$ cat src/rtl/grad_magnitude.sv
`default_nettype none
// +----------------------------------------------------------------------------+
// | Module      : grad_magnitude                                               |
// | Description : 2-stage elastic gradient-magnitude stage, max + min/2 (or L1  |
// |               when GRAD_MAG_L1_EN is defined), saturated, gx/gy passthrough.|
// | Revision    : 1.0 - initial release                                        |
// +----------------------------------------------------------------------------+
module grad_magnitude #(
  parameter int width_p      = 8,
  parameter int width_grad_p = 8
) (
  input  logic                    clk_i,
  input  logic                    reset_i,
  input  logic                    valid_i,
  input  logic [width_grad_p-1:0] gx_i,
  input  logic [width_grad_p-1:0] gy_i,
  output logic                    ready_o,
  output logic                    valid_o,
  output logic [width_p-1:0]      mag_o,
  output logic [width_grad_p-1:0] gx_o,
  output logic [width_grad_p-1:0] gy_o,
  input  logic                    ready_i
);

  localparam int c_sum_w = width_grad_p + 1;

  logic                    w_ready_s1;
  logic                    w_ready_s2;
  logic [width_grad_p-1:0] w_ax;
  logic [width_grad_p-1:0] w_ay;
  logic [c_sum_w-1:0]      w_sum;
  logic [width_p-1:0]      w_mag;

  logic                    r_valid_s1;
  logic [width_grad_p-1:0] r_ax;
  logic [width_grad_p-1:0] r_ay;
  logic [width_grad_p-1:0] r_gx_s1;
  logic [width_grad_p-1:0] r_gy_s1;

  logic                    r_valid_s2;
  logic [width_p-1:0]      r_mag;
  logic [width_grad_p-1:0] r_gx_s2;
  logic [width_grad_p-1:0] r_gy_s2;

  assign w_ready_s2 = ~r_valid_s2 | ready_i;
  assign w_ready_s1 = ~r_valid_s1 | w_ready_s2;
  assign ready_o    = w_ready_s1;

  // Magnitude of the most negative code is 2^(w-1), which still fits unsigned.
  assign w_ax = gx_i[width_grad_p-1] ? (~gx_i + width_grad_p'(1)) : gx_i;
  assign w_ay = gy_i[width_grad_p-1] ? (~gy_i + width_grad_p'(1)) : gy_i;

  always_ff @(posedge clk_i) begin
    if (reset_i) begin
      r_valid_s1 <= 1'b0;
      r_ax       <= '0;
      r_ay       <= '0;
      r_gx_s1    <= '0;
      r_gy_s1    <= '0;
    end else if (w_ready_s1) begin
      r_valid_s1 <= valid_i;
      if (valid_i) begin
        r_ax    <= w_ax;
        r_ay    <= w_ay;
        r_gx_s1 <= gx_i;
        r_gy_s1 <= gy_i;
      end
    end
  end

`ifdef GRAD_MAG_L1_EN
  assign w_sum = {1'b0, r_ax} + {1'b0, r_ay};
`else
  logic [width_grad_p-1:0] w_hi;
  logic [width_grad_p-1:0] w_lo;

  assign w_hi  = (r_ay > r_ax) ? r_ay : r_ax;
  assign w_lo  = (r_ay > r_ax) ? r_ax : r_ay;
  assign w_sum = {1'b0, w_hi} + {2'b00, w_lo[width_grad_p-1:1]};
`endif

  generate
    if (width_p > c_sum_w) begin : g_zext
      assign w_mag = {{(width_p - c_sum_w){1'b0}}, w_sum};
    end else if (width_p == c_sum_w) begin : g_equal
      assign w_mag = w_sum;
    end else begin : g_sat
      assign w_mag = (|w_sum[c_sum_w-1:width_p]) ? {width_p{1'b1}} : w_sum[width_p-1:0];
    end
  endgenerate

  always_ff @(posedge clk_i) begin
    if (reset_i) begin
      r_valid_s2 <= 1'b0;
      r_mag      <= '0;
      r_gx_s2    <= '0;
      r_gy_s2    <= '0;
    end else if (w_ready_s2) begin
      r_valid_s2 <= r_valid_s1;
      if (r_valid_s1) begin
        r_mag   <= w_mag;
        r_gx_s2 <= r_gx_s1;
        r_gy_s2 <= r_gy_s1;
      end
    end
  end

  assign valid_o = r_valid_s2;
  assign mag_o   = r_mag;
  assign gx_o    = r_gx_s2;
  assign gy_o    = r_gy_s2;

endmodule
`default_nettype wire

$ cat config.mk
export PLATFORM = sky130hd
export DESIGN_NAME = grad_magnitude
export DESIGN_NICKNAME = d
export VERILOG_FILES = /design/src/rtl/grad_magnitude.sv
export SDC_FILE = /design/constraint.sdc
export NUM_CORES = 1
export LEC_CHECK = 0
export ABC_AREA = 1
export BUFFER_PORTS_ARGS = -buffer_cell sky130_fd_sc_hd__buf_2
export CAP_MARGIN = 25
export CELL_PAD_IN_SITES_DETAIL_PLACEMENT = 0
export CELL_PAD_IN_SITES_GLOBAL_PLACEMENT = 2
export CORE_UTILIZATION = 30
export CTS_BUF_LIST = sky130_fd_sc_hd__clkbuf_8 sky130_fd_sc_hd__clkbuf_16
export CTS_CLUSTER_DIAMETER = 60
export CTS_CLUSTER_SIZE = 24
export DETAILED_ROUTE_END_ITERATION = 7
export PLACE_DENSITY = 0.79
export SLEW_MARGIN = 20
export SYNTH_ARGS = -nofsm -noshare
export SYNTH_HDL_FRONTEND = slang
export SYNTH_SLANG_ARGS = --single-unit
$ cat constraint.sdc
create_clock -name clk_i -period 3.7 [get_ports clk_i]
set_input_delay 0 -clock clk_i [delete_from_list [all_inputs] [get_ports clk_i]]
set_output_delay 0 -clock clk_i [all_outputs]
set_load 0.02 [all_outputs]
After elaboration in Yosys (flattened, before gate mapping)
Cells that the tools add are included.
{"block": "word_totals", "regBits": 58, "inputBits": 20, "output_inout_bits": 26, "wordCells": 26}
{"block": "classes", "add_sub_neg": 3, "magnitude_cmp": 1, "muxes": 5, "bitwise_logic": 6, "n_reduce_logical": 2}
{"op": "$mux 8", "n": 5}
{"op": "$add 8x1->8 const B", "n": 2}
{"op": "$not 8->8", "n": 2}
{"op": "$add 8x7->9", "n": 1}
{"op": "$gt 8x8->1", "n": 1}
{"op": "$reduce_and 2->1", "n": 2}
{"op": "$not 1->1", "n": 2}
{"op": "$or 1x1->1", "n": 2}

Logic depth before layout (Yosys ltp)
Gate-level depths: netlist of run 1.
{"block": "depth", "ltp_word": 4, "ltp_mapped": 25, "ltp_nobuf": 23}

Worst setup path after synthesis of run 1
No wires, ideal clock.
{"block": "synth_timing", "path_kind": "register -> register", "start": "register r_ax[7]", "end": "register r_mag[7] (netlist: mag_o[7])", "setup_time_ps": 117, "arrival_ps": 2724, "t_required_ps": 3583, "slack_ps": 859, "path_stages_with_launch": 20, "path_buffers": 2, "period_less_slack_ps": 2841, "cell_sequence": "dfxtp_1 inv_1 ha_1 a21o_1 nor2_1 nand2_2 nand2_2 buf_6 buf_8 o21ai_2 ha_1 fa_1 nand4_1 nand3_2 nand2_1 nand2_2 nand3_4 nand2_1 nor2_1 nor2_1"}
{"block": "synth_via", "elab_chain_len": 4, "word_cells_on_any_way": 5, "cone_classes": "1 x add/sub; 1 x order compare; 3 x mux"}
{"element": "from (decl)", "line": "35", "text": "logic [width_grad_p-1:0] r_ax;"}
{"element": "from (signal assigned)", "line": "63", "text": "r_ax <= w_ax;"}
{"element": "$gt 8x8->1", "line": "77, 78"}
{"element": "$mux 8 (on tied branches)", "line": "77, 78"}
{"element": "$add 8x7->9 (*)", "line": "79", "text": "assign w_sum = {1'b0, w_hi} + {2'b00, w_lo[width_grad_p-1:1]};"}
{"element": "$mux 8 (*)", "line": "88", "text": "assign w_mag = (|w_sum[c_sum_w-1:width_p]) ? {width_p{1'b1}} : w_sum[width_p-1:0];"}
{"element": "to (signal assigned)", "line": "101", "text": "r_mag <= w_mag;"}
{"element": "to (decl)", "line": "41", "text": "logic [width_p-1:0] r_mag;"}
Every way passes the cells marked *; elsewhere a longest branch is shown, timed or not.
A chain may end at the register's enable or synchronous reset.

Worst setup path in the final report of run 1
Same ends and word-level chain as after synthesis.

==> out/qor.log, run 1 <==
[critical_path] CP arrival 3.48 ns
[critical_path] source of the worst register-to-register timing path r_ax[7]$_SDFFE_PP0P_
[synth] top cells by count, synth sky130_fd_sc_hd__nor2_1 (62), sky130_fd_sc_hd__dfxtp_1 (56), sky130_fd_sc_hd__nand2_1 (47)
[placement] detailed placement HPWL 5.58 mm
[clock_tree] TritonCTS clock tree done
[timing] worst relative slew slack 60.4%
[critical_path] type of the worst setup path flip-flop to flip-flop
[synth] most common cell in the netlist sky130_fd_sc_hd__nor2_1
[grt] number of antenna violations at the first check in global routing 0
[detailed_routing] Pre-Repair DR Iteration Count 5
[power_and_ir_drop] IR Drop Worst-Case VDD 0.000177 V
[critical_path] top fanout value on the critical path 24
[clock_tree] clk_lat worst skew 0.31 ns
[critical_path] CP Launch Type flip-flop
[synth] count of mapped cells out of synthesis 401
[cells_and_area] number of fill cells 1112
[detailed_routing] overall via count from detail_route 2644
[timing] Tightest Pin Transition 0.593 ns
[synth] fraction of synthesis flops using an asynchronous set or reset pin 0%
[power_and_ir_drop] Pwr per Cell Area 427 nW/um^2
[floorplan] Core Footprint 9730 sq um
[synth] largest cells by area after synthesis sky130_fd_sc_hd__dfxtp_1 (37%), sky130_fd_sc_hd__nor2_1 (7.8%), sky130_fd_sc_hd__ha_1 (7.1%)
[clock_tree] Bufs on Longest Clock Path 2
[synth] biggest area consumer among synthesized cells sky130_fd_sc_hd__dfxtp_1
[placement] count of input and output buffers 45
[clock_tree] Reg clk slew, reported paths 0.10 ns
[cells_and_area] area used by multi-input combinational logic 1590 sq um
[clock_tree] Num CTS Buffers 5
[detailed_routing] Vias/cell 4.57
[synth] Post-Syn Nets 439
[detailed_routing] Total Wirelength 7.38 mm
[cells_and_area] final-stage net count 483
[clock_tree] post_cts resized 0
[synth] share of Yosys cell area claimed by the top area cell type 37.5%
[synth] fraction of the mapped netlist area in compound gates 19.7%
[clock_tree] clock tree root driver cell sky130_fd_sc_hd__clkbuf_8
[timing] unrepaired setup endpoints after global routing no
[detailed_routing] WL per Instance 12.7 um
[timing] final setup TNS 0 ns
[timing] highest clock frequency the design can meet 0.305 GHz
[critical_path] crit end category flip-flop
[power_and_ir_drop] LEAKAGE 1.57 nW
[power_and_ir_drop] Switch Pwr 0.530 mW
[detailed_routing] DR DRC count 0
[timing] Hold Fails Final Rpt 0
[cells_and_area] area delta synth->final 15.5%
[power_and_ir_drop] Switching Share 35.9%
[floorplan] Die Outline Area 10400 sq um
[job] max-cap violations 0
[synth] yosys warns 0
[timing] post-route fraction of the period consumed by the critical path 88.6%
[power_and_ir_drop] fraction of power consumed by the clock network 23.5%
[grt] wire length of the first global-routing pass 12.4 mm
[synth] sequential element share of the synthesized area 37.5%
[worst_hold_path] Hold/Removal Path Class primary input to flip-flop
[synth] synthesized-area fraction occupied by adder cells 7.78%
[floorplan] die outline width 102 um
[synth] number of flops mapped to enable cells by yosys 0
[floorplan] die outline height 102 um
[synth] dominant combinational cell family by area after synthesis simple AND/OR/NAND/NOR gates
[clock_tree] clock sinks 56
[clock_tree] H-Tree Depth 2
[detailed_routing] Post-DRT Antenna Nets 0
[outcome] outcome finished clean
[placement] GPL Wtd Cong 0.814
[floorplan] number of rows created at floorplan 36
[critical_path] required time worst endpoint 3.91 ns
[timing] Max Transition Viols Final 0
[timing] total of endpoints with negative setup slack in the final report 0
[synth] Unique masters post-synth 35
[synth] combined area of all synthesized cells 2990 sq um
[detailed_routing] number of DRC violations after detailed-routing iteration 0 77
[power_and_ir_drop] Internal 0.947 mW
[synth] dominant register cell in the synthesized netlist sky130_fd_sc_hd__dfxtp_1
[grt] vias in the first global route 2525
[synth] register bit total from synthesis 56
[power_and_ir_drop] share of total power in combinational logic 30.9%
[timing] minimum period implied by the final worst setup slack 3.28 ns
[placement] worst setup slack before clock tree synthesis 0.429 ns
[critical_path] Critical path destination mag_o[7]$_SDFFE_PP0P_
[floorplan] effective utilization at floorplan 30.7%
[cells_and_area] Diodes inserted 0
[floorplan] io pins 46
[timing] clk_skew 0.0129 ns
[synth] share of the synthesized netlist area taken by xor and xnor gates 2.93%
[synth] average size of a mapped cell 7.46 sq um
[cells_and_area] share of final-layout standard cells stronger than drive strength 1 21.3%
[power_and_ir_drop] power share of the sequential group 45.6%
[cells_and_area] Sequential Area 1120 sq um
[synth] fraction of synthesized area in multiplexers 0%
[critical_path] origin of the worst setup path r_ax[7]$_SDFFE_PP0P_
[grt] overall fraction of global-route tracks in use 15.2%
[grt] total congestion overflow 0
[critical_path] cell count of the worst reg-to-reg path 19
[critical_path] Reg2Reg Setup Slack 0.42 ns
[grt] maximum number of pins on one net before global-route repair 41
[timing] worst setup slack after layout 0.424 ns
[worst_hold_path] start point of the worst hold path gx_i[4]
[synth] simple-gate portion of the synthesized area 22.7%
[critical_path] end of the worst register-to-register path mag_o[7]$_SDFFE_PP0P_
cell type report:
| class | instances | share of cell area [%] |
|---|---|---|
| multi-input combinational | 282 | 46.0 |
| sequential | 56 | 32.4 |
| timing repair buffer | 55 | 9.27 |
| inverter | 45 | 4.89 |
| tap | 133 | 4.82 |
| clock buffer | 5 | 1.99 |
| clock inverter | 3 | 0.615 |
worst min-delay path by stage:
stage	endpoint	slack, ns	cells past startpoint
4_1_cts	r_gx_s1[4]$_SDFFE_PP0P_	0.003	3
5_1_grt	r_gx_s1[4]$_SDFFE_PP0P_	0.009	3
2_1_floorplan	ready_o	0.14	2
3_3_place_gp	r_gy_s1[5]$_SDFFE_PP0P_	0.29	3
3_5_place_dp	r_gy_s1[5]$_SDFFE_PP0P_	0.28	3
6_report	r_gx_s1[4]$_SDFFE_PP0P_	0.007	3
cell families (layout without fill, tap and decap cells):
| group | Yosys count | after routing |
|---|---|---|
| buf+inv | 63 | 108 |
| fa+ha+maj | 18 | 18 |
| flops | 56 | 56 |
| xor+xnor | 10 | 10 |
| compound gates | 102 | 102 |
| simple gates | 152 | 152 |
routing by layer:
metal  up-vias  track usage (%)  part of all wire [%]
met5         -                0                     0
met4         0             3.63                  0.98
met2        40             25.6                    45
li1       1415                -                     -
met3         4             1.85                   2.5
met1      1185             20.9                    52
state kept, by name, summed over array words and instances (netlist names):
register / count
gx_o: 8
gy_o: 8
mag_o: 8
r_ax: 8
r_ay: 8
r_gx_s1: 7
r_gy_s1: 7
r_valid_s1: 1
valid_o: 1
placed cells by master (no fill, tap or decap), types with 2 or more instances in the layout:
cell / netlist / routed
sky130_fd_sc_hd__o21ai_0: 28 / 28
sky130_fd_sc_hd__nand4_1: 3 / 3
sky130_fd_sc_hd__dfxtp_1: 56 / 56
sky130_fd_sc_hd__xnor2_1: 5 / 5
sky130_fd_sc_hd__nand2_2: 11 / 11
sky130_fd_sc_hd__a21oi_1: 30 / 30
sky130_fd_sc_hd__o21ai_2: 11 / 11
sky130_fd_sc_hd__nand3_2: 2 / 2
sky130_fd_sc_hd__clkinv_1: 2 / 2
sky130_fd_sc_hd__nand2_1: 47 / 47
sky130_fd_sc_hd__a31oi_1: 9 / 9
sky130_fd_sc_hd__inv_1: 35 / 35
sky130_fd_sc_hd__nand3_1: 18 / 18
sky130_fd_sc_hd__o21ai_1: 14 / 14
sky130_fd_sc_hd__buf_4: 0 / 2
sky130_fd_sc_hd__dlygate4sd3_1: 0 / 8
sky130_fd_sc_hd__nor2_1: 62 / 62
sky130_fd_sc_hd__clkbuf_8: 0 / 5
sky130_fd_sc_hd__nor3_1: 5 / 5
sky130_fd_sc_hd__o22ai_1: 3 / 3
sky130_fd_sc_hd__buf_2: 8 / 45
sky130_fd_sc_hd__a21oi_2: 4 / 4
sky130_fd_sc_hd__ha_1: 17 / 17
sky130_fd_sc_hd__inv_2: 8 / 8
sky130_fd_sc_hd__xor2_1: 5 / 5
critical path, stage by stage (launching register included):
cell and delay (ns):
sky130_fd_sc_hd__dfxtp_1 0.36, sky130_fd_sc_hd__inv_1 0.10, sky130_fd_sc_hd__ha_1 0.31, sky130_fd_sc_hd__nand2_1 0.08, sky130_fd_sc_hd__nor2_2 0.18, sky130_fd_sc_hd__nand2_1 0.09, sky130_fd_sc_hd__nand2_2 0.08, sky130_fd_sc_hd__nand2_2 0.32
sky130_fd_sc_hd__nand2_1 0.18, sky130_fd_sc_hd__o21ai_2 0.07, sky130_fd_sc_hd__ha_1 0.26, sky130_fd_sc_hd__fa_1 0.45, sky130_fd_sc_hd__nand4_1 0.15, sky130_fd_sc_hd__nand3_2 0.09, sky130_fd_sc_hd__nand2_1 0.08, sky130_fd_sc_hd__nand2_2 0.06
sky130_fd_sc_hd__nand3_4 0.12, sky130_fd_sc_hd__nand2_1 0.06, sky130_fd_sc_hd__nor2_1 0.12, sky130_fd_sc_hd__nor2_1 0.04
per-stage QoR:
step / std cells / cell area [sq um] / power, mW / hold slack [ns] / util [%]
final: 579 / 3460 / 1.48 / 0.00735 / 35.5
after global placement: 563 / 3290 / 1.14 / 0.286 / 33.8
after floorplan: 401 / 2990 / 1.06 / 0.141 / -
after detailed placement: 563 / 3290 / 1.14 / 0.284 / 33.8
after global routing: 579 / 3460 / 1.59 / 0.00914 / 35.5
after CTS: 579 / 3460 / 1.50 / 0.00282 / 35.5
what timing repair did:
item / CTS / global route
hold buffers: 8 / 0
setup buffers: 0 / 0
hold endpoints to repair: 11 / 0
power by group through the flow:
stage	combinational, mW	clock, mW	sequential (mW)
floorplan	0.349	0	0.708
global placement	0.456	0	0.686
detailed placement	0.454	0	0.687
CTS	0.462	0.366	0.674
global route	0.518	0.389	0.679
finish	0.457	0.347	0.673
Note: power is estimated with default switching activity, not from simulation.
==> run 2: changes to the inputs <==
--- a/config.mk
+++ b/config.mk
@@ -11,7 +11,7 @@
 export CELL_PAD_IN_SITES_DETAIL_PLACEMENT = 0
 export CELL_PAD_IN_SITES_GLOBAL_PLACEMENT = 2
 export CORE_UTILIZATION = 30
-export CTS_BUF_LIST = sky130_fd_sc_hd__clkbuf_8 sky130_fd_sc_hd__clkbuf_16
+export CTS_BUF_LIST = sky130_fd_sc_hd__clkbuf_16
 export CTS_CLUSTER_DIAMETER = 60
 export CTS_CLUSTER_SIZE = 24
 export DETAILED_ROUTE_END_ITERATION = 7
==> out/qor.log, run 2 (synthesized netlist as in run 1, its figures left out) <==
[detailed_routing] DR DRC count 0
[clock_tree] Num CTS Buffers 5
[critical_path] CP arrival 3.45 ns
[floorplan] number of rows created at floorplan 36
[cells_and_area] most common cell after layout, fill and taps aside sky130_fd_sc_hd__nor2_1
[detailed_routing] Vias/cell 4.63
[critical_path] type of the worst setup path flip-flop to flip-flop
[grt] wire length of the first global-routing pass 12.4 mm
[power_and_ir_drop] share of total power in combinational logic 28.2%
[critical_path] source of the worst register-to-register timing path r_ax[7]$_SDFFE_PP0P_
[placement] GPL Wtd Cong 0.814
[timing] post-route fraction of the period consumed by the critical path 88.4%
[clock_tree] TritonCTS clock tree done
[timing] worst relative slew slack 60.0%
[power_and_ir_drop] IR Drop Worst-Case VDD 0.000174 V
[timing] total of endpoints with negative setup slack in the final report 0
[clock_tree] post_cts resized 0
[cells_and_area] final-stage net count 479
[floorplan] Die Outline Area 10400 sq um
[grt] total congestion overflow 0
[critical_path] top fanout value on the critical path 24
[detailed_routing] overall via count from detail_route 2662
[detailed_routing] Total Wirelength 7.33 mm
[critical_path] Reg2Reg Setup Slack 0.43 ns
[placement] placement-stage cell area 3290 sq um
[cells_and_area] area delta synth->final 16.1%
[critical_path] Critical path destination mag_o[7]$_SDFFE_PP0P_
[floorplan] effective utilization at floorplan 30.7%
[timing] final worst hold slack 0.00142 ns
[critical_path] cell count of the worst reg-to-reg path 19
[placement] detailed placement HPWL 5.58 mm
[clock_tree] Reg clk slew, reported paths 0.07 ns
[timing] Hold Fails Final Rpt 0
[timing] Max Transition Viols Final 0
[timing] clk_skew 0.00705 ns
[critical_path] crit end category flip-flop
[clock_tree] clock tree root driver cell sky130_fd_sc_hd__clkbuf_16
[power_and_ir_drop] power share of the sequential group 41.9%
[power_and_ir_drop] fraction of power consumed by the clock network 29.9%
[job] max-cap violations 0
[grt] maximum number of pins on one net before global-route repair 41
[clock_tree] clk_lat worst skew 0.29 ns
[worst_hold_path] Hold/Removal Path Class primary input to flip-flop
[grt] overall fraction of global-route tracks in use 15.2%
[cells_and_area] final design instance area without fill 3470 sq um
[timing] final setup TNS 0 ns
[cells_and_area] Diodes inserted 0
[floorplan] die outline width 102 um
[detailed_routing] Post-DRT Antenna Nets 0
[detailed_routing] Pre-Repair DR Iteration Count 4
[outcome] outcome finished clean
[power_and_ir_drop] Switching Share 33.9%
[timing] minimum period implied by the final worst setup slack 3.27 ns
[detailed_routing] WL per Instance 12.8 um
[clock_tree] clock sinks 56
[floorplan] die outline height 102 um
[power_and_ir_drop] Switch Pwr 0.544 mW
[timing] highest clock frequency the design can meet 0.306 GHz
[critical_path] required time worst endpoint 3.88 ns
[grt] number of antenna violations at the first check in global routing 0
[critical_path] origin of the worst setup path r_ax[7]$_SDFFE_PP0P_
[cells_and_area] commonest cells after routing, fill and taps aside sky130_fd_sc_hd__nor2_1 (62), sky130_fd_sc_hd__dfxtp_1 (56), sky130_fd_sc_hd__nand2_1 (47)
[power_and_ir_drop] Pwr per Cell Area 463 nW/um^2
[clock_tree] Bufs on Longest Clock Path 2
[floorplan] Core Footprint 9730 sq um
[critical_path] end of the worst register-to-register path mag_o[7]$_SDFFE_PP0P_
[timing] unrepaired setup endpoints after global routing no
[cells_and_area] number of fill cells 1108
[clock_tree] H-Tree Depth 2
[placement] count of input and output buffers 45
[grt] vias in the first global route 2540
[detailed_routing] number of DRC violations after detailed-routing iteration 0 65
[timing] Tightest Pin Transition 0.600 ns
[floorplan] io pins 46
[cells_and_area] share of final-layout standard cells stronger than drive strength 1 21.5%
[power_and_ir_drop] Internal 1.06 mW
[power_and_ir_drop] LEAKAGE 1.58 nW
[critical_path] CP Launch Type flip-flop
run 2: cell types whose count changed in the layout (fill, tap and decap cells not counted), sizes merged:
cell,previous run,this run
dlygate4sd3,8,4
run 2: final cells by class:
cell class,instances,area (sq um),share of cell area (%)
sequential,56,1120,32.3
tap,133,166,4.79
clock buffer,5,125,3.60
multi-input combinational,282,1590,45.8
timing repair buffer,51,280,8.07
clock inverter,3,21.3,0.613
inverter,45,169,4.86
run 2: timing repair:
| item | 4_1_cts | 5_1_grt |
|---|---|---|
| setup buffers | 0 | 0 |
| endpoints found under the hold margin | 4 | 0 |
| hold buffers | 4 | 0 |
run 2: worst min-delay path by stage:
| stage | from | endpoint | slack (ns) | depth (start not counted) |
|---|---|---|---|---|
| 6_report | gx_i[5] | r_ax[5]$_SDFFE_PP0P_ | 0.001 | 3 |
| 5_1_grt | gx_i[5] | r_ax[5]$_SDFFE_PP0P_ | 0.009 | 3 |
| 4_1_cts | gx_i[5] | r_ax[5]$_SDFFE_PP0P_ | 0.003 | 3 |
| 3_5_place_dp | gy_i[5] | r_gy_s1[5]$_SDFFE_PP0P_ | 0.28 | 3 |
| 3_3_place_gp | gy_i[5] | r_gy_s1[5]$_SDFFE_PP0P_ | 0.29 | 3 |
| 2_1_floorplan | ready_i | ready_o | 0.14 | 2 |
run 2: worst max-delay path: stages, from the launching register on:
cell	delay [ns]
sky130_fd_sc_hd__dfxtp_1	0.35
sky130_fd_sc_hd__inv_1	0.10
sky130_fd_sc_hd__ha_1	0.31
sky130_fd_sc_hd__nand2_1	0.08
sky130_fd_sc_hd__nor2_2	0.17
sky130_fd_sc_hd__nand2_1	0.08
sky130_fd_sc_hd__nand2_2	0.08
sky130_fd_sc_hd__nand2_2	0.31
sky130_fd_sc_hd__nand2_1	0.18
sky130_fd_sc_hd__o21ai_2	0.07
sky130_fd_sc_hd__ha_1	0.26
sky130_fd_sc_hd__fa_1	0.45
sky130_fd_sc_hd__nand4_1	0.15
sky130_fd_sc_hd__nand3_2	0.09
sky130_fd_sc_hd__nand2_1	0.08
sky130_fd_sc_hd__nand2_2	0.06
sky130_fd_sc_hd__nand3_4	0.12
sky130_fd_sc_hd__nand2_1	0.06
sky130_fd_sc_hd__nor2_1	0.12
sky130_fd_sc_hd__nor2_1	0.04
run 2: metal layers:
layer  GRT usage [%]  part of all wire, %  up-vias
met4            3.63                 0.86        0
met5               0                    0        -
met2            25.8                   45       43
met1            20.6                   51     1207
li1                -                    -     1407
met3            1.64                  2.9        5
run 2: through the flow:
step	cells	utilization (%)	setup WS, ns	power (mW)
final	575	35.7	0.431	1.61
after global routing	575	35.7	0.198	1.72
after detailed placement	563	33.8	0.429	1.14
after global placement	563	33.8	0.465	1.14
after floorplan	401	-	0.859	1.06
after CTS	575	35.7	0.402	1.63
run 2: power by group through the flow:
stage	clock network (mW)	registers [mW]	logic [mW]
floorplan	0	0.708	0.349
global placement	0	0.686	0.456
detailed placement	0	0.687	0.454
CTS	0.496	0.673	0.459
global route	0.525	0.679	0.515
finish	0.480	0.673	0.453
